$ cat config.mk
export PLATFORM = sky130hd
export DESIGN_NAME = quad_serial_adder
export DESIGN_NICKNAME = d
export VERILOG_FILES = /design/src/rtl/quad_serial_adder_pkg.sv /design/src/rtl/quad_serial_adder_nibble_adder.sv /design/src/rtl/quad_serial_adder.sv
export SDC_FILE = /design/constraint.sdc
export NUM_CORES = 1
export LEC_CHECK = 0
export BUFFER_PORTS_ARGS = -buffer_cell sky130_fd_sc_hd__clkbuf_2
export CORE_AREA = 2 2 180 182
export DETAILED_ROUTE_END_ITERATION = 6
export DIE_AREA = 0 0 182 184
export PLACE_DENSITY = 0.54
export SLEW_MARGIN = 20
export SYNTH_ARGS = -nofsm -noshare
export SYNTH_HDL_FRONTEND = slang
export SYNTH_SLANG_ARGS = --single-unit
$ cat constraint.sdc
create_clock -name clk -period 2.61 [get_ports clk]
set_input_delay 0.3915 -clock clk [delete_from_list [all_inputs] [get_ports clk]]
set_output_delay 0.3915 -clock clk [all_outputs]
set_load 0.02 [all_outputs]
$ cat src/rtl/quad_serial_adder_pkg.sv
// quad_serial_adder_pkg: shared widths and the controller state type for the
// digit-serial 64-bit adder.
package quad_serial_adder_pkg;

  localparam int DATA_W     = 64;
  localparam int DIGIT_W    = 4;
  localparam int NUM_DIGITS = DATA_W / DIGIT_W;
  localparam int CNT_W      = $clog2(NUM_DIGITS);

  typedef enum logic [1:0] {
    IDLE = 2'd0,
    ARM  = 2'd1,
    ADD  = 2'd2,
    FIN  = 2'd3
  } state_t;

endpackage

$ cat src/rtl/quad_serial_adder_nibble_adder.sv
// nibble_adder: combinational W-bit ripple-carry adder with carry in and out.
// One instance handles a single digit per clock inside quad_serial_adder.
module nibble_adder #(
  parameter int W = 4
) (
  input  logic [W-1:0] a,
  input  logic [W-1:0] b,
  input  logic         cin,
  output logic [W-1:0] sum,
  output logic         cout
);

  logic c;

  // Ripple the carry bit by bit from the LSB upwards.
  always_comb begin
    sum = '0;
    c   = cin;
    for (int i = 0; i < W; i++) begin
      sum[i] = a[i] ^ b[i] ^ c;
      c      = (a[i] & b[i]) | (c & (a[i] ^ b[i]));
    end
    cout = c;
  end

endmodule

$ cat src/rtl/quad_serial_adder.sv
// quad_serial_adder: digit-serial unsigned adder, one DIGIT_W-bit digit per
// clock. Operands are captured on the first edge where start is seen low
// after being armed; done/result/carryOut update on the FIN edge 17 cycles
// later.
// Optional build macro QSA_DONE_PULSE_EN: done becomes a one-cycle pulse
// instead of a level held until the next start.
module quad_serial_adder
  import quad_serial_adder_pkg::*;
(
  input  logic              clk,
  input  logic              rst,
  input  logic              start,
  input  logic [DATA_W-1:0] dA,
  input  logic [DATA_W-1:0] dB,
  output logic              done,
  output logic [DATA_W-1:0] result,
  output logic              carryOut
);

  localparam logic [CNT_W-1:0] LAST_DIGIT = CNT_W'(NUM_DIGITS - 1);

  state_t              state;
  logic [DATA_W-1:0]   a_sr;
  logic [DATA_W-1:0]   b_sr;
  logic [DATA_W-1:0]   s_sr;
  logic                carry;
  logic [CNT_W-1:0]    cnt;
  logic [DIGIT_W-1:0]  nib_sum;
  logic                nib_cout;

  nibble_adder #(
    .W(DIGIT_W)
  ) u_nibble_adder (
    .a    (a_sr[DIGIT_W-1:0]),
    .b    (b_sr[DIGIT_W-1:0]),
    .cin  (carry),
    .sum  (nib_sum),
    .cout (nib_cout)
  );

  // Controller and datapath: arm on start, capture on release, shift one
  // digit per edge, then publish the sum on the FIN edge.
  always_ff @(posedge clk) begin
    if (rst) begin
      state    <= IDLE;
      a_sr     <= '0;
      b_sr     <= '0;
      s_sr     <= '0;
      carry    <= 1'b0;
      cnt      <= '0;
      result   <= '0;
      carryOut <= 1'b0;
      done     <= 1'b0;
    end else begin
      case (state)
        IDLE: begin
`ifdef QSA_DONE_PULSE_EN
          done <= 1'b0;
`endif
          if (start) begin
            done  <= 1'b0;
            state <= ARM;
          end
        end
        ARM: begin
          if (!start) begin
            a_sr  <= dA;
            b_sr  <= dB;
            carry <= 1'b0;
            cnt   <= '0;
            state <= ADD;
          end
        end
        ADD: begin
          a_sr  <= a_sr >> DIGIT_W;
          b_sr  <= b_sr >> DIGIT_W;
          s_sr  <= {nib_sum, s_sr[DATA_W-1:DIGIT_W]};
          carry <= nib_cout;
          cnt   <= cnt + CNT_W'(1);
          if (cnt == LAST_DIGIT) begin
            state <= FIN;
          end
        end
        FIN: begin
          result   <= s_sr;
          carryOut <= carry;
          done     <= 1'b1;
          state    <= IDLE;
        end
        default: begin
          state <= IDLE;
        end
      endcase
    end
  end

endmodule

==> impl_metrics.yaml <==
status:
  status: "complete, no violations"
floorplan:
  die_w_um: 182
  core_area_sq_um: 31390
  fp-row-count: 65
  fp.dieH_um: 184
  dieArea_sq_um: 33490
  io_pins: 197
  initial_utilization_pct: 35.91
logic_synthesis:
  synth_most_common_cell: "dfxtp_1"
  synth_top_area_share_pct: 47.05
  synth_area_leader_cell: "dfxtp_1"
  synth-async-reset-ratio_pct: 0
  synthTopCellsByArea: "dfxtp_1 (47%), mux2i_1 (22%), a211oi_2 (8.8%)"
  synth-seq-cells: 265
  seq_area_frac_synth_pct: 47.05
  syn_nets: 1201
  yosys-top-cells-count: "dfxtp_1 (265), mux2i_1 (250), a21oi_1 (134), nor2_1 (132), a211oi_2 (79)"
  syn_area_per_cell_sq_um: 10.63
  synth_cell_types: 32
  yosysWarnings: 0
  synth_area_sq_um: 11270
  postSynthCellCount: 1061
  ys.flop_type: "dfxtp_1"
  synth_edf_count: 0
final_layout:
  fin_area_sq_um: 13610
  syn_to_final_growth_pct: 20.73
  fin_cells: 1642
  drive_gt1_share_pct: 29.00
  final_nets: 1354
power:
  peakVddDrop_v: 0.0007657
  power_density_nw_per_um2: 1090
  p_leak_nw: 4.902
  power_mw: 14.84
setup_path:
  critPathMostFrequentCell: "fa_1"
  critical_path_arrival_ps: 2600
  slowest_delay_ps: 430
  critical_path.slowest_cell: "fa_1"
  required_ps: 3030
  end_kind: "register"
  cp_num_buf_inv: 2
  cp_cell_sequence: "fa_1 -> inv_1 -> fa_1 -> inv_1 -> fa_1 -> fa_1 -> mux2i_1 -> nor2_1"
  cp_max_fo: 2
  crit_family: "adder cells"
  crit_path_start_kind: "register"
  path_class: "reg -> reg"
timing:
  rsz0062_at_grt: "false"
  relSlewSlack_pct: 54.61
  setup_violations: 0
  tightest_slew_ps: 680.9
  hold_violations: 0
  timing.final.crit_share_pct: 83.42
  setup_tns_ps: 0
  final.setup.worst_slack_ps: 432.8
  fmax_mhz: 459.3
  drv_slew: 0
  skew_ps: 16.83
  layout_min_cycle_time_ps: 2177
clock_tree:
  postCtsSetupRepairBufs: 0
  cts_resized: 0
  holdBufCountCts: 0
  cts_buffers: 30
  clkLatencyLatePin_ps: 560
  clock-root-buffer: "clkbuf_16"
  cts-htree-levels: 1
  cts_buffer_depth: 3
  cts_tree: "yes"
  numClockSinks: 265
  clkSlewWorstSetupHoldPaths_ps: 60
grt:
  grt_pass1_wl_um: 43400
  grtUsageMet1_pct: 20.95
  met3_usage_pct: 4.239
  grt_max_degree: 99
  busiest_layer: "met2"
  overflow: 0
  grt_pass1_vias: 8108
  grtUsageTotal_pct: 15.70
  antenna_found_initial: 3
  grt_use_met2_pct: 25.11
routing:
  vias_per_cell: 4.954
  ant_nets: 0
  wl_um: 26990
  initialDrtViolationCount: 302
  route.detailed.drc: 0
  vias: 8135
  wl_per_cell_um: 16.44
  drt_pre_antenna_iters: 4
placement:
  portBuffers: 196
  dp_cells: 1584
  gp_congestion: 0.7157
  preCtsSetupSlack_ps: 428.1
  placed_area_sq_um: 12610
  post-dp-hpwl_um: 17110
worst_hold_path:
  holdCritPathClass: "in -> reg"
run:
  max_cap_violations: 0
## power by group
| group | switching (mW) | internal, mW | total [mW] | leakage [nW] |
|---|---|---|---|---|
| Sequential | 0.344 | 4.69 | 5.03 | 2.16 |
| Combinational | 3.23 | 2.40 | 5.62 | 2.24 |
| Clock | 1.69 | 2.50 | 4.19 | 0.499 |
| Total | 5.26 | 9.58 | 14.8 | 4.90 |
## routing by layer
metal	wire length, um	vias to the layer above
met5	26	-
met3	1566	44
met2	12010	164
met1	12750	3792
met4	635	4
li1	-	4131
## logic make-up (layout without fill, tap and decap cells)
| family | count (synthesis) | after routing | synth area share [%] |
|---|---|---|---|
| muxes | 250 | 250 | 22.20 |
| DFF | 265 | 265 | 47.05 |
| buffers and inverters | 111 | 288 | 5.482 |
| AOI/OAI and AO/OA | 272 | 272 | 18.46 |
| and+or+nand+nor | 154 | 154 | 5.549 |
| adders and majority gates | 9 | 9 | 1.265 |
| other | 0 | 2 | 0 |
## cells in the final DEF (no fill, tap or decap), types with 2 or more instances in the layout
master and n:
dfxtp_1 265, mux2i_1 250, clkbuf_2 195, a21oi_1 134, nor2_1 132, a211oi_2 79, a211oi_1 43, clkbuf_16 30
buf_4 15, buf_12 14, o21ai_1 10, clkbuf_8 10, nand4_1 8, clkbuf_1 7, inv_1 6, clkinv_2 6
nand2b_1 4, fa_1 4, nand3_1 3, ha_1 3, diode_2 2, ha_4 2
## final cells by class
type / count / area (sq um)
clock buffers: 47 / 914.6
well taps: 402 / 503.0
repair buffers: 225 / 1384
clock inverters: 9 / 85.08
fillers: 3049 / 17780
multi-input cells: 685 / 5389
flip-flops and latches: 265 / 5305
inverters: 7 / 26.28
diodes: 2 / 5.005
## worst register-to-register path, cell delays in order, from the launching register on
cell and delay [ps]:
dfxtp_1 330, fa_1 410, inv_1 80, fa_1 160, inv_1 50, fa_1 370
fa_1 430, mux2i_1 160, nor2_1 50
## sequential cells by signal, summed over array words and instances, names as in the netlist
name	cells
result	64
a_sr	64
cnt	4
s_sr	64
b_sr	64
carry	1
state	2
carryOut	1
done	1
## through the flow
stage                     util (%)  hold slack (ps)
after global routing         43.34            77.10
after detailed placement     40.16            474.2
after CTS                    43.34            53.83
final                        43.36            83.57
after global placement       40.16            470.8
after floorplan                  -            449.3
## worst paths after layout
| kind | slack (ps) | cells after the start | endpoint | from |
|---|---|---|---|---|
| worst min-delay path | 80 | 3 | b_sr[62] | dB[62] |
| worst min register to register | 480 | 2 | b_sr[61] | b_sr[61] |
| worst max register to register | 430 | 8 | s_sr[63] | a_sr[0] |
| worst max-delay path | 430 | 8 | s_sr[63] | a_sr[0] |
No activity file was read; power rests on OpenSTA's default activity.
